$ cat config.mk
export PLATFORM = sky130hd
export DESIGN_NAME = neuron_mac_sequencer_flat
export DESIGN_NICKNAME = d
export VERILOG_FILES = /design/src/rtl/nn_pkg.sv /design/src/rtl/neuron_mac_sequencer_if.sv /design/src/rtl/neuron_mac_sequencer_mask_lfsr.sv /design/src/rtl/neuron_mac_sequencer.sv /design/src/flat_wrapper.sv
export SDC_FILE = /design/constraint.sdc
export NUM_CORES = 1
export LEC_CHECK = 0
export CORE_MARGIN = 5
export CORE_UTILIZATION = 35
export DETAILED_ROUTE_END_ITERATION = 8
export PLACE_DENSITY = 0.53
export SETUP_SLACK_MARGIN = 0.05
export SLEW_MARGIN = 25
export SYNTH_ARGS = -nofsm -noshare
export SYNTH_HDL_FRONTEND = slang
export SYNTH_SLANG_ARGS = --single-unit
export TNS_END_PERCENT = 5
$ cat constraint.sdc
create_clock -name clk -period 5.2 [get_ports clk]
set_input_delay 0.52 -clock clk [delete_from_list [all_inputs] [get_ports clk]]
set_output_delay 0.52 -clock clk [all_outputs]
set_load 0.02 [all_outputs]
$ cat src/rtl/nn_pkg.sv
// Shared types and constants for the neuron MAC sequencer and its mask LFSR.
package nn_pkg;

    typedef enum logic [1:0] {
        IDLE  = 2'd0,
        FETCH = 2'd1,
        DRAIN = 2'd2,
        DONE  = 2'd3
    } mac_state_t;

    // Fibonacci taps 16,14,13,11 expressed as a mask over state bits [15:0].
    localparam logic [15:0] LFSR_TAPS = 16'hB400;

    localparam int DEF_WIDTH      = 16;
    localparam int DEF_INPUT_SIZE = 10;

endpackage

$ cat src/rtl/neuron_mac_sequencer_if.sv
// Handshake and operand bus between the MAC sequencer, operand storage and the
// downstream activation stage. master = sequencer side, slave = environment side.
interface neuron_mac_sequencer_if
    import nn_pkg::*;
#(
    parameter int INPUT_SIZE = DEF_INPUT_SIZE,
    parameter int WIDTH      = DEF_WIDTH
);
    localparam int ADDR_W = $clog2(INPUT_SIZE);

    logic              start;
    logic              busy;
    logic              rd_en;
    logic [ADDR_W-1:0] rd_addr;
    logic [WIDTH-1:0]  in_data;
    logic [WIDTH-1:0]  w_data;
    logic [WIDTH-1:0]  sum;
    logic              sum_valid;
    logic              sum_ready;

    modport master (
        input  start, in_data, w_data, sum_ready,
        output busy, rd_en, rd_addr, sum, sum_valid
    );

    modport slave (
        output start, in_data, w_data, sum_ready,
        input  busy, rd_en, rd_addr, sum, sum_valid
    );

endinterface

$ cat src/rtl/neuron_mac_sequencer_mask_lfsr.sv
// 16-bit Fibonacci LFSR supplying the random share split for the masked accumulator.
module mask_lfsr
    import nn_pkg::*;
#(
    parameter logic [15:0] SEED = 16'hACE1
) (
    input  logic        clk,
    input  logic        rst,
    input  logic        en,
    output logic [15:0] state
);

    // Shift left, feeding back the XOR of the tapped bits.
    always_ff @(posedge clk) begin
        if (rst) begin
            state <= SEED;
        end else if (en) begin
            state <= {state[14:0], ^(state & LFSR_TAPS)};
        end
    end

endmodule

$ cat src/rtl/neuron_mac_sequencer.sv
// Sequential weighted-sum engine: streams INPUT_SIZE operand pairs through one
// shared multiply-accumulate and hands the sum downstream over valid/ready.
// Optional feature: define MAC_MASK_EN to keep the accumulator as two random shares.
//
// state | meaning
// ------+---------------------------------------------------------------
// IDLE  | waiting for start; last sum held on the output
// FETCH | issuing operand reads 0..INPUT_SIZE-1, accumulating returned pairs
// DRAIN | no read; accumulating the final returned pair
// DONE  | sum_valid high until sum_ready
module neuron_mac_sequencer
    import nn_pkg::*;
#(
    parameter int          INPUT_SIZE = DEF_INPUT_SIZE,
    parameter int          WIDTH      = DEF_WIDTH,
    parameter logic [15:0] LFSR_SEED  = 16'hACE1
) (
    input  logic                   clk,
    input  logic                   rst,
    neuron_mac_sequencer_if.master bus
);

    localparam int                ADDR_W    = $clog2(INPUT_SIZE);
    localparam logic [ADDR_W-1:0] LAST_ADDR = ADDR_W'(INPUT_SIZE - 1);

    // A single-pair neuron or a zero seed (masked build) would break sequencing.
    if (INPUT_SIZE < 2 || LFSR_SEED == 16'd0) begin : g_param_err
        $error("neuron_mac_sequencer: INPUT_SIZE must be >= 2 and LFSR_SEED non-zero");
    end

    mac_state_t        state;
    mac_state_t        state_nxt;
    logic [ADDR_W-1:0] cnt;
    logic              rd_q;
    logic              launch;
    logic [WIDTH-1:0]  prod;
    logic [WIDTH-1:0]  sum_total;
    logic [WIDTH-1:0]  sum_q;

    assign launch = (state == IDLE) && bus.start;

    // Only the low WIDTH bits of the product are kept, so a WIDTH-wide multiply suffices.
    assign prod = bus.in_data * bus.w_data;

    // State register.
    always_ff @(posedge clk) begin
        if (rst) begin
            state <= IDLE;
        end else begin
            state <= state_nxt;
        end
    end

    // Next-state decode.
    always_comb begin
        state_nxt = state;
        unique case (state)
            IDLE:    if (bus.start)          state_nxt = FETCH;
            FETCH:   if (cnt == LAST_ADDR)   state_nxt = DRAIN;
            DRAIN:                           state_nxt = DONE;
            DONE:    if (bus.sum_ready)      state_nxt = IDLE;
            default:                         state_nxt = IDLE;
        endcase
    end

    // Port outputs decoded from the current state.
    always_comb begin
        bus.busy      = (state != IDLE);
        bus.rd_en     = (state == FETCH);
        bus.sum_valid = (state == DONE);
        bus.rd_addr   = cnt;
        bus.sum       = sum_q;
    end

    // Operand address: cleared on launch, saturates at the last index.
    always_ff @(posedge clk) begin
        if (rst) begin
            cnt <= '0;
        end else if (launch) begin
            cnt <= '0;
        end else if (state == FETCH && cnt != LAST_ADDR) begin
            cnt <= cnt + 1'b1;
        end
    end

    // Read strobe delayed by the storage latency marks a returned pair to accumulate.
    always_ff @(posedge clk) begin
        if (rst) begin
            rd_q <= 1'b0;
        end else begin
            rd_q <= (state == FETCH);
        end
    end

`ifdef MAC_MASK_EN
    logic [15:0]      lfsr_state;
    logic [WIDTH-1:0] mask_r;
    logic [WIDTH-1:0] share0;
    logic [WIDTH-1:0] share1;
    logic [WIDTH-1:0] share0_nxt;
    logic [WIDTH-1:0] share1_nxt;

    mask_lfsr #(.SEED(LFSR_SEED)) u_lfsr (
        .clk   (clk),
        .rst   (rst),
        .en    (state != IDLE),
        .state (lfsr_state)
    );

    assign mask_r = WIDTH'(lfsr_state);

    // Route each product to one share, chosen by the LFSR LSB.
    always_comb begin
        share0_nxt = share0;
        share1_nxt = share1;
        if (rd_q) begin
            if (lfsr_state[0]) share1_nxt = share1 + prod;
            else               share0_nxt = share0 + prod;
        end
        sum_total = share0_nxt + share1_nxt;
    end

    // Shares start as (r, -r) so their sum is zero without ever storing it.
    always_ff @(posedge clk) begin
        if (rst) begin
            share0 <= '0;
            share1 <= '0;
        end else if (launch) begin
            share0 <= mask_r;
            share1 <= WIDTH'(0) - mask_r;
        end else begin
            share0 <= share0_nxt;
            share1 <= share1_nxt;
        end
    end
`else
    logic [WIDTH-1:0] acc;
    logic [WIDTH-1:0] acc_nxt;

    // Modulo-2^WIDTH accumulate of each returned pair.
    always_comb begin
        acc_nxt   = rd_q ? (acc + prod) : acc;
        sum_total = acc_nxt;
    end

    // Accumulator register, cleared on launch.
    always_ff @(posedge clk) begin
        if (rst) begin
            acc <= '0;
        end else if (launch) begin
            acc <= '0;
        end else begin
            acc <= acc_nxt;
        end
    end
`endif

    // Result is captured as DRAIN adds the last pair and held until the next one.
    always_ff @(posedge clk) begin
        if (rst) begin
            sum_q <= '0;
        end else if (state == DRAIN) begin
            sum_q <= sum_total;
        end
    end

endmodule

$ cat src/flat_wrapper.sv
// flat-port wrapper written by rule: the top's interface ports become plain ports
module neuron_mac_sequencer_flat import nn_pkg::*;
#(
    parameter int          INPUT_SIZE = DEF_INPUT_SIZE,
    parameter int          WIDTH      = DEF_WIDTH,
    parameter logic [15:0] LFSR_SEED  = 16'hACE1
)
  (clk, rst, bus_start, bus_in_data, bus_w_data, bus_sum_ready, bus_busy, bus_rd_en, bus_rd_addr, bus_sum, bus_sum_valid);
  neuron_mac_sequencer_if #(.INPUT_SIZE(INPUT_SIZE), .WIDTH(WIDTH)) bus_i ();
  input  logic clk;
  input  logic rst;
  input wire logic [$bits(bus_i.start)-1:0] bus_start;
  input wire logic [$bits(bus_i.in_data)-1:0] bus_in_data;
  input wire logic [$bits(bus_i.w_data)-1:0] bus_w_data;
  input wire logic [$bits(bus_i.sum_ready)-1:0] bus_sum_ready;
  output wire logic [$bits(bus_i.busy)-1:0] bus_busy;
  output wire logic [$bits(bus_i.rd_en)-1:0] bus_rd_en;
  output wire logic [$bits(bus_i.rd_addr)-1:0] bus_rd_addr;
  output wire logic [$bits(bus_i.sum)-1:0] bus_sum;
  output wire logic [$bits(bus_i.sum_valid)-1:0] bus_sum_valid;
  assign bus_i.start = bus_start;
  assign bus_i.in_data = bus_in_data;
  assign bus_i.w_data = bus_w_data;
  assign bus_i.sum_ready = bus_sum_ready;
  assign bus_busy = bus_i.busy;
  assign bus_rd_en = bus_i.rd_en;
  assign bus_rd_addr = bus_i.rd_addr;
  assign bus_sum = bus_i.sum;
  assign bus_sum_valid = bus_i.sum_valid;
  neuron_mac_sequencer #(.INPUT_SIZE(INPUT_SIZE), .WIDTH(WIDTH), .LFSR_SEED(LFSR_SEED)) u_core (.clk(clk), .rst(rst), .bus(bus_i));
endmodule
## Word level (Yosys, flattened, before mapping)

Index checks and enable logic that the tools add are counted.

| storage, ports and cells | value |
|---|---|
| input bits | 36 |
| register bits | 39 |
| logic and storage cells | 27 |

| cells by class | value |
|---|---|
| add/subtract/negate cells | 2 |
| multipliers | 1 |
| equality and inequality tests | 8 |
| reduce and logical (&&, ||, !) cells | 6 |
| multiplexer cells | 5 |

Operators by type and width:

| operator | count |
|---|---|
| $add 16x16->16 | 1 |
| $mul 16x16->16 | 1 |
| $mux 16 | 1 |
| $pmux 2 s4 | 1 |
| $mux 2 | 3 |
| $add 4x1->4 const B | 1 |
| $eq 2x2->1 const B | 2 |
| $eq 4x4->1 const B | 1 |
| $ne 2x2->1 const B | 2 |
| $ne 4x4->1 const B | 1 |
| $reduce_and 3->1 | 1 |
| $eq 2x1->1 const B | 1 |
| $logic_and 1x1->1 | 2 |
| $logic_not 2->1 | 1 |
| $ne 2x1->1 const B | 1 |
| $reduce_bool 2->1 | 1 |
| $reduce_or 2->1 | 1 |

## Depth between registers and ports, before layout

Gate-level depths: netlist of run 1.

| depth | value |
|---|---|
| depth after elaboration | 3 |
| gate-level depth with buffers | 22 |
| gate-level depth less buffers | 20 |

## Worst setup path before layout of run 1

Ideal clock, no wire load.

| timing | value |
|---|---|
| path kind | input port to flip-flop |
| start | in bus_w_data[1] |
| end | reg u_core.sum_q[15] (netlist: u_core.bus.sum[15]) |
| slack | -74 ps |
| library setup time | 131 ps |
| buffers on the path | 2 |
| cell stages on the path | 20 |
| arrival time | 5,144 ps |
| cell sequence | clkbuf_1 nand2_1 fa_1 fa_1 fa_1 inv_1 ha_1 fa_1 inv_1 fa_1 inv_1 ha_1 clkbuf_1 nand4_1 a211oi_1 nor2_1 o211ai_1 o211ai_1 xnor2_1 o22ai_1 |

| between the ends | value |
|---|---|
| longest elaborated chain between the ends | 3 |

Ends and longest elaborated chain:

| what | line | text |
|---|---|---|
| start, declared | flat_wrapper.sv:14 | `input wire logic [$bits(bus_i.w_data)-1:0] bus_w_data;` |
| $mul 16x16->16 | neuron_mac_sequencer.sv:43 | `assign prod = bus.in_data * bus.w_data;` |
| $add 16x16->16 | neuron_mac_sequencer.sv:142 | `acc_nxt = rd_q ? (acc + prod) : acc;` |
| $mux 16 | neuron_mac_sequencer.sv:142 |  |
| end signal, assigned | neuron_mac_sequencer.sv:163 | `sum_q <= sum_total;` |
| end, declared | neuron_mac_sequencer.sv:38 | `logic [WIDTH-1:0] sum_q;` |

No other way between the ends.
A chain may end at the register's enable or synchronous reset.

## Final worst setup path of run 1

| timing | value |
|---|---|
| start | in bus_in_data[13] |
| end | reg u_core.sum_q[14] (netlist: u_core.bus.sum[14]) |

| between the ends | value |
|---|---|
| longest elaborated chain between the ends | 3 |

Ends and longest elaborated chain:

| what | line | text |
|---|---|---|
| start, declared | flat_wrapper.sv:13 | `input wire logic [$bits(bus_i.in_data)-1:0] bus_in_data;` |
| $mul 16x16->16 | neuron_mac_sequencer.sv:43 |  |
| $add 16x16->16 | neuron_mac_sequencer.sv:142 |  |
| $mux 16 | neuron_mac_sequencer.sv:142 |  |

No other way between the ends.

==> metrics.log, run 1 <==
INFO  metric io_pins = 59
INFO  metric count_of_unique_library_cells_instantiated_by_yosys = 34
INFO  metric p_switching = roughly 2.4 mW
INFO  metric setup_viol = 0
INFO  metric maxCapViolCount = 0
INFO  metric detailedPlace.worstSlack = -0.7885 ns
INFO  metric worst_ir_drop_vdd = 0.4926 mV
INFO  metric post-route-period-util = 97.79%
INFO  metric layout.filler_cells = 1613
INFO  metric grt_antenna_before_repair = 0
INFO  metric synth.yosys.warnings = 0
INFO  metric post-route-worst-setup-slack = 0.1148 ns
INFO  metric synth_compound_area_share = 5.511%
INFO  metric design_internal_power = 2.882 mW
INFO  metric power_per_cell_area = 704.0 nW/µm²
INFO  metric cpMaxStageDelayCell = sky130_fd_sc_hd__fa_1
INFO  metric timing.critical_path.required = 5.38 ns
INFO  metric post_synth_and_or_nand_nor_area_fraction = 16.11%
INFO  metric starting_utilization_of_the_core_area = 35.74%
INFO  metric crit_path_cell_trace = clkdlybuf4s15_1 -> and2_4 -> fa_1 -> inv_1 -> fa_1 -> fa_1 -> inv_2 -> fa_1 -> inv_1 -> fa_1 -> fa_2 -> inv_2 -> ha_4 -> or3b_2 -> mux2i_1 -> a21oi_1 -> a211oi_1
INFO  metric synthArstFlopShare = 0%
INFO  metric syn_nets = 882
INFO  metric postSynth.topFlopCell = sky130_fd_sc_hd__dfxtp_1
INFO  metric clock-skew-final = 0.005159 ns
INFO  metric holdPathStages = 2
INFO  metric endpoint_kind = flip-flop
INFO  metric synth_top_area_cell = sky130_fd_sc_hd__fa_1
INFO  metric grt_first_pass_wirelength = 26.05 mm
INFO  metric drtAntennaViolNets = 0
INFO  metric synth.cell_area = approximately 6000 µm²
INFO  metric vias = 4681
INFO  metric syn2layout_area_growth = 26.84%
INFO  metric layout-drive-gt1-share = between 10% and 20%
INFO  metric hold_start = u_core.bus.sum[6]
INFO  metric p_comb_share = 85.4%
INFO  metric rsz0062_at_grt = yes
INFO  metric maximum_root_to_sink_buffer_count = 2
INFO  metric max_freq = 0.1966 GHz
INFO  metric path_buf_inv = 5
INFO  metric timing_worst_slew_pin_value = 0.8403 ns
INFO  metric cts.hold.buffers_added = 0
INFO  metric yosys_register_bits = 39
INFO  metric yosysSeqAreaShare = 13.13%
INFO  metric critical_path.most_common_cell = sky130_fd_sc_hd__fa_1
INFO  metric htreeDepth = 2
INFO  metric grt-ovfl-total = 0
INFO  metric route.detailed.drc = 0
INFO  metric run_status = finished, final reports clean
INFO  metric startpoint_type = primary input
INFO  metric worst-endpoint-arrival = 5.27 ns
INFO  metric total_leakage_power = 3.564 nW
INFO  metric netlist.area_leader.share = a little under a third
INFO  metric grt_pass1_vias = 5215
INFO  metric largest_net_degree_at_the_start_of_global_routing = 33
INFO  metric setup.reg_to_reg.worst_slack = 1.05 ns
INFO  metric critical_path.reg2reg.endpoint = u_core.bus.sum[15]
INFO  metric initialDrtViolationCount = 196
INFO  metric rows = 47
INFO  metric route.detailed.wl_per_inst = 14.63 µm
INFO  metric clock_pin_slew_on_the_worst_setup_and_hold_paths = 0.06 ns
INFO  metric tritoncts_sink_count = 39
INFO  metric buffer_ports.inserted = 58
INFO  metric drt_first_pass_iters = 4
INFO  metric floorplan.die_area = 19700 µm²
INFO  metric hpwlAfterDp = about 13 mm
INFO  metric clk_root_buffer_cell = sky130_fd_sc_hd__clkbuf_16
INFO  metric antenna_cells_inserted = 0
INFO  metric r2r.worst_path.cells = 16
INFO  metric synthXorXnorAreaFrac = 6.563%
INFO  metric hold_viol = 0
INFO  metric reg2reg_from = u_core.acc[10]
INFO  metric place_congestion = 0.8935
INFO  metric path_class = primary input to flip-flop
INFO  metric cts_tree = done
INFO  metric die_span_in_x = 140.4 µm
INFO  metric synth.area.mux_share = 2.692%
INFO  metric cts_inserted_buffers = 5
INFO  metric gate_count_after_technology_mapping = between 600 and 700
INFO  metric netSwitchingFraction = a little under half
INFO  metric synth.top_cells.by_area = sky130_fd_sc_hd__fa_1 32%, sky130_fd_sc_hd__dfxtp_1 13%, sky130_fd_sc_hd__ha_1 12%
INFO  metric synth.avg_cell_area = 8.583 µm²
INFO  metric timing.slew.headroom = 43.81%
INFO  metric synth_edf_count = 0
INFO  metric grtUsageTotal = 16.09%
INFO  metric layout.cells.most_common_list = 152 x sky130_fd_sc_hd__inv_1, 91 x sky130_fd_sc_hd__fa_1, 85 x sky130_fd_sc_hd__nand2_1
INFO  metric layout_commonest_cell = sky130_fd_sc_hd__inv_1
INFO  metric route.final.wire_length = 14.97 mm
INFO  metric post_synth_fa_ha_maj_area_fraction = around 44%
INFO  metric worst_hold_path.endpoint = u_core.bus.sum[6]
INFO  metric timing.final.max_slew_violations = 0
INFO  metric sequentialPowerShare = approximately 8.7%
INFO  metric cpLargestDelayFamily = adder cells
INFO  metric worstSetupPathDepth = 17
INFO  metric design_power_total = between 5 and 6 mW
INFO  metric finalNetCount = roughly 1000
INFO  metric die_height = 140.4 µm
INFO  metric core_area = 16640 µm²
INFO  metric synth_top_family_by_area = adder cells
INFO  metric power_frac_clock = 5.8%
INFO  metric shortest_period_the_worst_path_allows = around 5.1 ns
INFO  metric worst_hold_path_type = flip-flop to flip-flop
INFO  metric vias_per_inst = 4.576
INFO  metric critical-path-max-stage-delay = approximately 0.54 ns
INFO  metric crit_path_max_fanout = 2
INFO  metric clkLatencyLatePin = 0.28 ns
-- flip-flops by register name, indices dropped and copies added, names as in the netlist --
register            count
u_core.state            2
u_core.rd_q             1
u_core.acc             16
u_core.bus.rd_addr      4
u_core.bus.sum         16
-- routing by layer --
metal	routed length (µm)	GRT usage (%)	up-vias
li1	-	-	2280
met1	7253	22.70	2273
met2	6851	26.36	105
met3	624	1.977	23
met4	238	3.876	0
met5	0	0	-
-- synth_stat cells, drive strengths merged, types with 2 or more instances --
library cell	instances
dfxtp	39
o22ai	2
a21oi	13
buf	4
xor2	10
nand2	86
nand3b	2
a21o	3
nand3	3
a211oi	16
o211ai	2
nand4	4
xnor2	32
inv	161
o21ai	8
nor2b	3
ha	59
nor2	43
and2	55
fa	94
nand2b	3
clkbuf	23
mux2i	16
nor3b	2
o21a	3
-- what timing repair did --
| action | CTS | global route |
|---|---|---|
| resized for setup | 117 | 48 |
| pin swaps | 38 | 40 |
| buffers inserted | 3 | 1 |
| gates cloned | 0 | 0 |
| endpoints found under the setup margin | 17 | 12 |
| endpoints found under the hold margin | 0 | 0 |
-- cells by family after synthesis --
| family | after synthesis |
|---|---|
| AOI/OAI and AO/OA | 50 |
| xor gates and xnor gates | 43 |
| adders and majority gates | 153 |
| buffers and inverters | 188 |
| DFF | 39 |
| muxes | 16 |
| and+or+nand+nor | 204 |
-- tightest hold or removal path: stages (launching register included) --
cell                       delay (ns)
sky130_fd_sc_hd__dfxtp_1         0.31
sky130_fd_sc_hd__nor2_1          0.08
sky130_fd_sc_hd__a211oi_1        0.05
-- stage by stage --
step	util [%]	setup TNS [ns]	hold WS [ns]	cells	area, µm²
4_1_cts	44.82	0	0.4929	1023	7458
6_report	45.33	0	0.4895	1023	7545
2_1_floorplan	-	0	0.4740	693	5997
5_1_grt	45.33	-0.2578	0.5322	1023	7545
3_3_place_gp	43.49	-9.290	0.4768	1012	7238
3_5_place_dp	43.49	-10.25	0.4811	1012	7238
-- how the worst max path moves through the flow --
stage	end	slack [ns]	startpoint
detailed placement	u_core.bus.sum[15]	-0.79	bus_w_data[1]
global route	u_core.bus.sum[15]	-0.09	bus_w_data[3]
floorplan	u_core.bus.sum[14]	0.05	bus_w_data[3]
CTS	u_core.acc[15]	0.05	bus_w_data[1]
global placement	u_core.bus.sum[14]	-0.76	bus_w_data[4]
finish	u_core.bus.sum[14]	0.11	bus_in_data[13]
-- power by group through the flow --
stage | Combinational, mW | Clock [mW] | Sequential (mW)
floorplan | 2.86 | 0 | 0.494
global placement | 4.04 | 0 | 0.466
detailed placement | 4.07 | 0 | 0.468
CTS | 4.40 | 0.319 | 0.464
global route | 5.12 | 0.334 | 0.476
finish | 4.54 | 0.310 | 0.464
-- area by class of cell --
class | instances | area, µm² | area share [%]
multi-input cells | 466 | 4641 | 61.51
inverters | 161 | 604.3 | 8.010
clock inverters | 2 | 16.27 | 0.2156
repair buffers | 129 | 1087 | 14.41
clock buffers | 6 | 138.9 | 1.841
flip-flops and latches | 39 | 782.0 | 10.36
well taps | 220 | 275.3 | 3.648
Power figures use the tool's default switching activity.
==> run 2: changes to the inputs <==
Settings changed: CORE_UTILIZATION 35 to 40, PLACE_DENSITY 0.53 to 0.6, SLEW_MARGIN 25 to 20.
==> run 2 against run 1 <==
  * Worst hold slack is essentially flat
  * Worst setup slack worse by 0.0082 ns
  * Highest routed layer unchanged
  * Global-route usage grew 1.3 points
  * Sequential power about the same
  * Combinational power is 5.3% higher
==> metrics.log, run 2 (synthesized netlist as in run 1, its figures left out) <==
INFO  metric run_status = finished, final reports clean (unchanged)
INFO  metric grt_pass1_vias = 5111 (was 5215)
INFO  metric reg2reg_from = u_core.acc[8] (was u_core.acc[10])
INFO  metric layout_commonest_cell = sky130_fd_sc_hd__inv_1 (unchanged)
INFO  metric grt-ovfl-total = 0 (unchanged)
INFO  metric timing.critical_path.required = 5.33 ns (was 5.38 ns)
INFO  metric clock_pin_slew_on_the_worst_setup_and_hold_paths = 0.06 ns (about the same)
INFO  metric worst_hold_path_type = flip-flop to flip-flop (unchanged)
INFO  metric die_span_in_x = 131.9 µm (was 140.4 µm)
INFO  metric finalNetCount = 990 (was 991)
INFO  metric cpLargestDelayFamily = adder cells (unchanged)
INFO  metric starting_utilization_of_the_core_area = 40.93% (was 35.74%)
INFO  metric worst_hold_path.endpoint = u_core.bus.sum[5] (was u_core.bus.sum[6])
INFO  metric startpoint = bus_in_data[0] (was bus_in_data[13])
INFO  metric route.detailed.drc = 0 (unchanged)
INFO  metric layout-drive-gt1-share = 18.83% (was 18.68%)
INFO  metric critical-path-max-stage-delay = 0.56 ns (was 0.54 ns)
INFO  metric power_per_cell_area = 734.7 nW/µm² (was 704.0 nW/µm²)
INFO  metric cpMaxStageDelayCell = sky130_fd_sc_hd__fa_1 (unchanged)
INFO  metric cts_tree = done (unchanged)
INFO  metric io_pins = 59 (unchanged)
INFO  metric layout.cells.most_common_list = 154 x sky130_fd_sc_hd__inv_1, 88 x sky130_fd_sc_hd__fa_1, 84 x sky130_fd_sc_hd__nand2_1 (was 152 x sky130_fd_sc_hd__inv_1, 91 x sky130_fd_sc_hd__fa_1, 85 x sky130_fd_sc_hd__nand2_1)
INFO  metric clk_root_buffer_cell = sky130_fd_sc_hd__clkbuf_16 (unchanged)
INFO  metric drtAntennaViolNets = 0 (unchanged)
INFO  metric timing.final.max_slew_violations = 0 (unchanged)
INFO  metric setup_viol = 0 (unchanged)
INFO  metric setup.reg_to_reg.worst_slack = 1.09 ns (was 1.05 ns)
INFO  metric max_freq = 0.1963 GHz (was 0.1966 GHz)
INFO  metric drt_first_pass_iters = 4 (unchanged)
INFO  metric r2r.worst_path.cells = 16 (unchanged)
INFO  metric place_congestion = 0.8740 (was 0.8935)
INFO  metric grt_first_pass_wirelength = 25.39 mm (was 26.05 mm)
INFO  metric timing_worst_slew_pin_value = 1.104 ns (was 0.8403 ns)
INFO  metric floorplan.die_area = 17410 µm² (was 19700 µm²)
INFO  metric timing.slew.headroom = 26.28% (was 43.81%)
INFO  metric antenna_cells_inserted = 0 (unchanged)
INFO  metric buffer_ports.inserted = 58 (unchanged)
INFO  metric tritoncts_sink_count = 39 (unchanged)
INFO  metric holdPathStages = 2 (unchanged)
INFO  metric grtUsageTotal = 17.40% (was 16.09%)
INFO  metric vias = 4645 (was 4681)
INFO  metric worst_ir_drop_vdd = 0.6056 mV (was 0.4926 mV)
INFO  metric layout.filler_cells = 1416 (was 1613)
INFO  metric post-route-worst-setup-slack = 0.1066 ns (was 0.1148 ns)
INFO  metric critical_path.most_common_cell = sky130_fd_sc_hd__fa_1 (unchanged)
INFO  metric core_area = 14530 µm² (was 16640 µm²)
INFO  metric hold_viol = 0 (unchanged)
INFO  metric startpoint_type = primary input (unchanged)
INFO  metric clock-skew-final = 0.005663 ns (was 0.005159 ns)
INFO  metric total_leakage_power = 3.553 nW (was 3.564 nW)
INFO  metric rsz0062_at_grt = yes (unchanged)
INFO  metric grt_antenna_before_repair = 0 (unchanged)
INFO  metric detailedPlace.worstSlack = -0.8135 ns (was -0.7885 ns)
INFO  metric shortest_period_the_worst_path_allows = 5.093 ns (was 5.085 ns)
INFO  metric maxCapViolCount = 0 (unchanged)
INFO  metric path_class = primary input to flip-flop (unchanged)
INFO  metric post-route-period-util = 97.95% (was 97.79%)
INFO  metric vias_per_inst = 4.711 (was 4.576)
INFO  metric route.final.wire_length = 14.63 mm (was 14.97 mm)
INFO  metric maximum_root_to_sink_buffer_count = 2 (unchanged)
INFO  metric cts_inserted_buffers = 5 (unchanged)
INFO  metric crit_path_cell_trace = clkdlybuf4s50_1 -> buf_6 -> nand2_2 -> fa_1 -> inv_1 -> ha_2 -> inv_1 -> fa_1 -> inv_2 -> ha_4 -> fa_1 -> inv_2 -> fa_1 -> inv_2 -> ha_4 -> nand4_1 -> a211oi_2 -> nor2_2 -> o211ai_1 -> o211ai_1 -> xnor2_2 -> o22ai_1 (was clkdlybuf4s15_1 -> and2_4 -> fa_1 -> inv_1 -> fa_1 -> fa_1 -> inv_2 -> fa_1 -> inv_1 -> fa_1 -> fa_2 -> inv_2 -> ha_4 -> or3b_2 -> mux2i_1 -> a21oi_1 -> a211oi_1)
INFO  metric rows = 44 (was 47)
INFO  metric clkLatencyLatePin = 0.28 ns (about the same)
INFO  metric htreeDepth = 2 (unchanged)
INFO  metric endpoint_kind = flip-flop (unchanged)
INFO  metric worst-endpoint-arrival = 5.23 ns (was 5.27 ns)
INFO  metric initialDrtViolationCount = 149 (was 196)
INFO  metric syn2layout_area_growth = 26.65% (was 26.84%)
INFO  metric hpwlAfterDp = 12.68 mm (was 13.00 mm)
INFO  metric die_height = 131.9 µm (was 140.4 µm)
INFO  metric crit_path_max_fanout = 7 (was 2)
INFO  metric critical_path.reg2reg.endpoint = u_core.bus.sum[15] (unchanged)
INFO  metric path_buf_inv = 7 (was 5)
INFO  metric hold_start = u_core.bus.sum[5] (was u_core.bus.sum[6])
INFO  metric route.detailed.wl_per_inst = 14.84 µm (was 14.63 µm)
INFO  metric largest_net_degree_at_the_start_of_global_routing = 33 (unchanged)
INFO  metric final.setup.tns = 0 ns (unchanged)
[run 2: changes by cell type in the layout (fill, tap and decap cells not counted), moves of 3 or more]
cell and delta:
sky130_fd_sc_hd__buf_4 -4, sky130_fd_sc_hd__a21oi_1 -3, sky130_fd_sc_hd__a21oi_2 +3, sky130_fd_sc_hd__fa_1 -3, sky130_fd_sc_hd__fa_2 +3, sky130_fd_sc_hd__ha_4 +3
[run 2: layer usage]
metal	wire [µm]	global-route usage (%)	up-vias
met5	0	0	-
li1	-	-	2275
met3	723	2.786	15
met1	6776	23.77	2251
met2	6953	29.56	104
met4	178	2.914	0
[run 2: final cells by class]
type / count / area (µm²) / share of cell area, %
inverters: 161 / 604.3 / 8.022
repair buffers: 128 / 1082 / 14.37
clock buffers: 7 / 132.6 / 1.761
multi-input cells: 466 / 4698 / 62.37
flip-flops and latches: 39 / 780.7 / 10.36
well taps: 184 / 230.2 / 3.056
clock inverters: 1 / 5.005 / 0.06643
[run 2: report_power, final]
part           switching [mW]  total [mW]  leakage (nW)  internal, mW
combinational            2.31        4.78          3.17          2.47
clock                   0.114       0.291        0.0679         0.177
sequential             0.0767       0.464         0.317         0.388
[run 2: worst max-delay path by stage]
stage,endpoint,slack (ns),depth (start not counted)
final,u_core.bus.sum[15],0.11,22
after global routing,u_core.bus.sum[15],-0.07,22
after CTS,u_core.bus.sum[13],0.03,23
after detailed placement,u_core.bus.sum[14],-0.81,17
after global placement,u_core.bus.sum[14],-0.85,16
after floorplan,u_core.bus.sum[14],0.05,17
[run 2: worst reg2reg max path: cells and delay by family, from the launching register on]
kind,cells,cell delay (ns)
compound gates,4,0.69
buf+inv,4,0.25
flops,1,0.33
simple gates,2,0.22
fa+ha+maj,5,2.28
xor+xnor,1,0.20
[run 2: repair_timing]
item	4_1_cts	5_1_grt
hold buffers	0	0
buffers inserted	2	0
endpoints found under the setup margin	17	15
pin swaps	19	42
cloned	0	0
resized for setup	89	79
[run 2: stage by stage]
stage	cells	util [%]	power (mW)	hold slack (ns)	instance area, µm²
2_1_floorplan	693	-	3.357	0.4740	5997
4_1_cts	986	50.79	5.251	0.4967	7382
3_3_place_gp	976	49.49	4.522	0.4744	7193
3_5_place_dp	976	49.49	4.528	0.4855	7193
6_report	986	51.83	5.535	0.4898	7533
5_1_grt	986	51.83	6.141	0.5090	7533
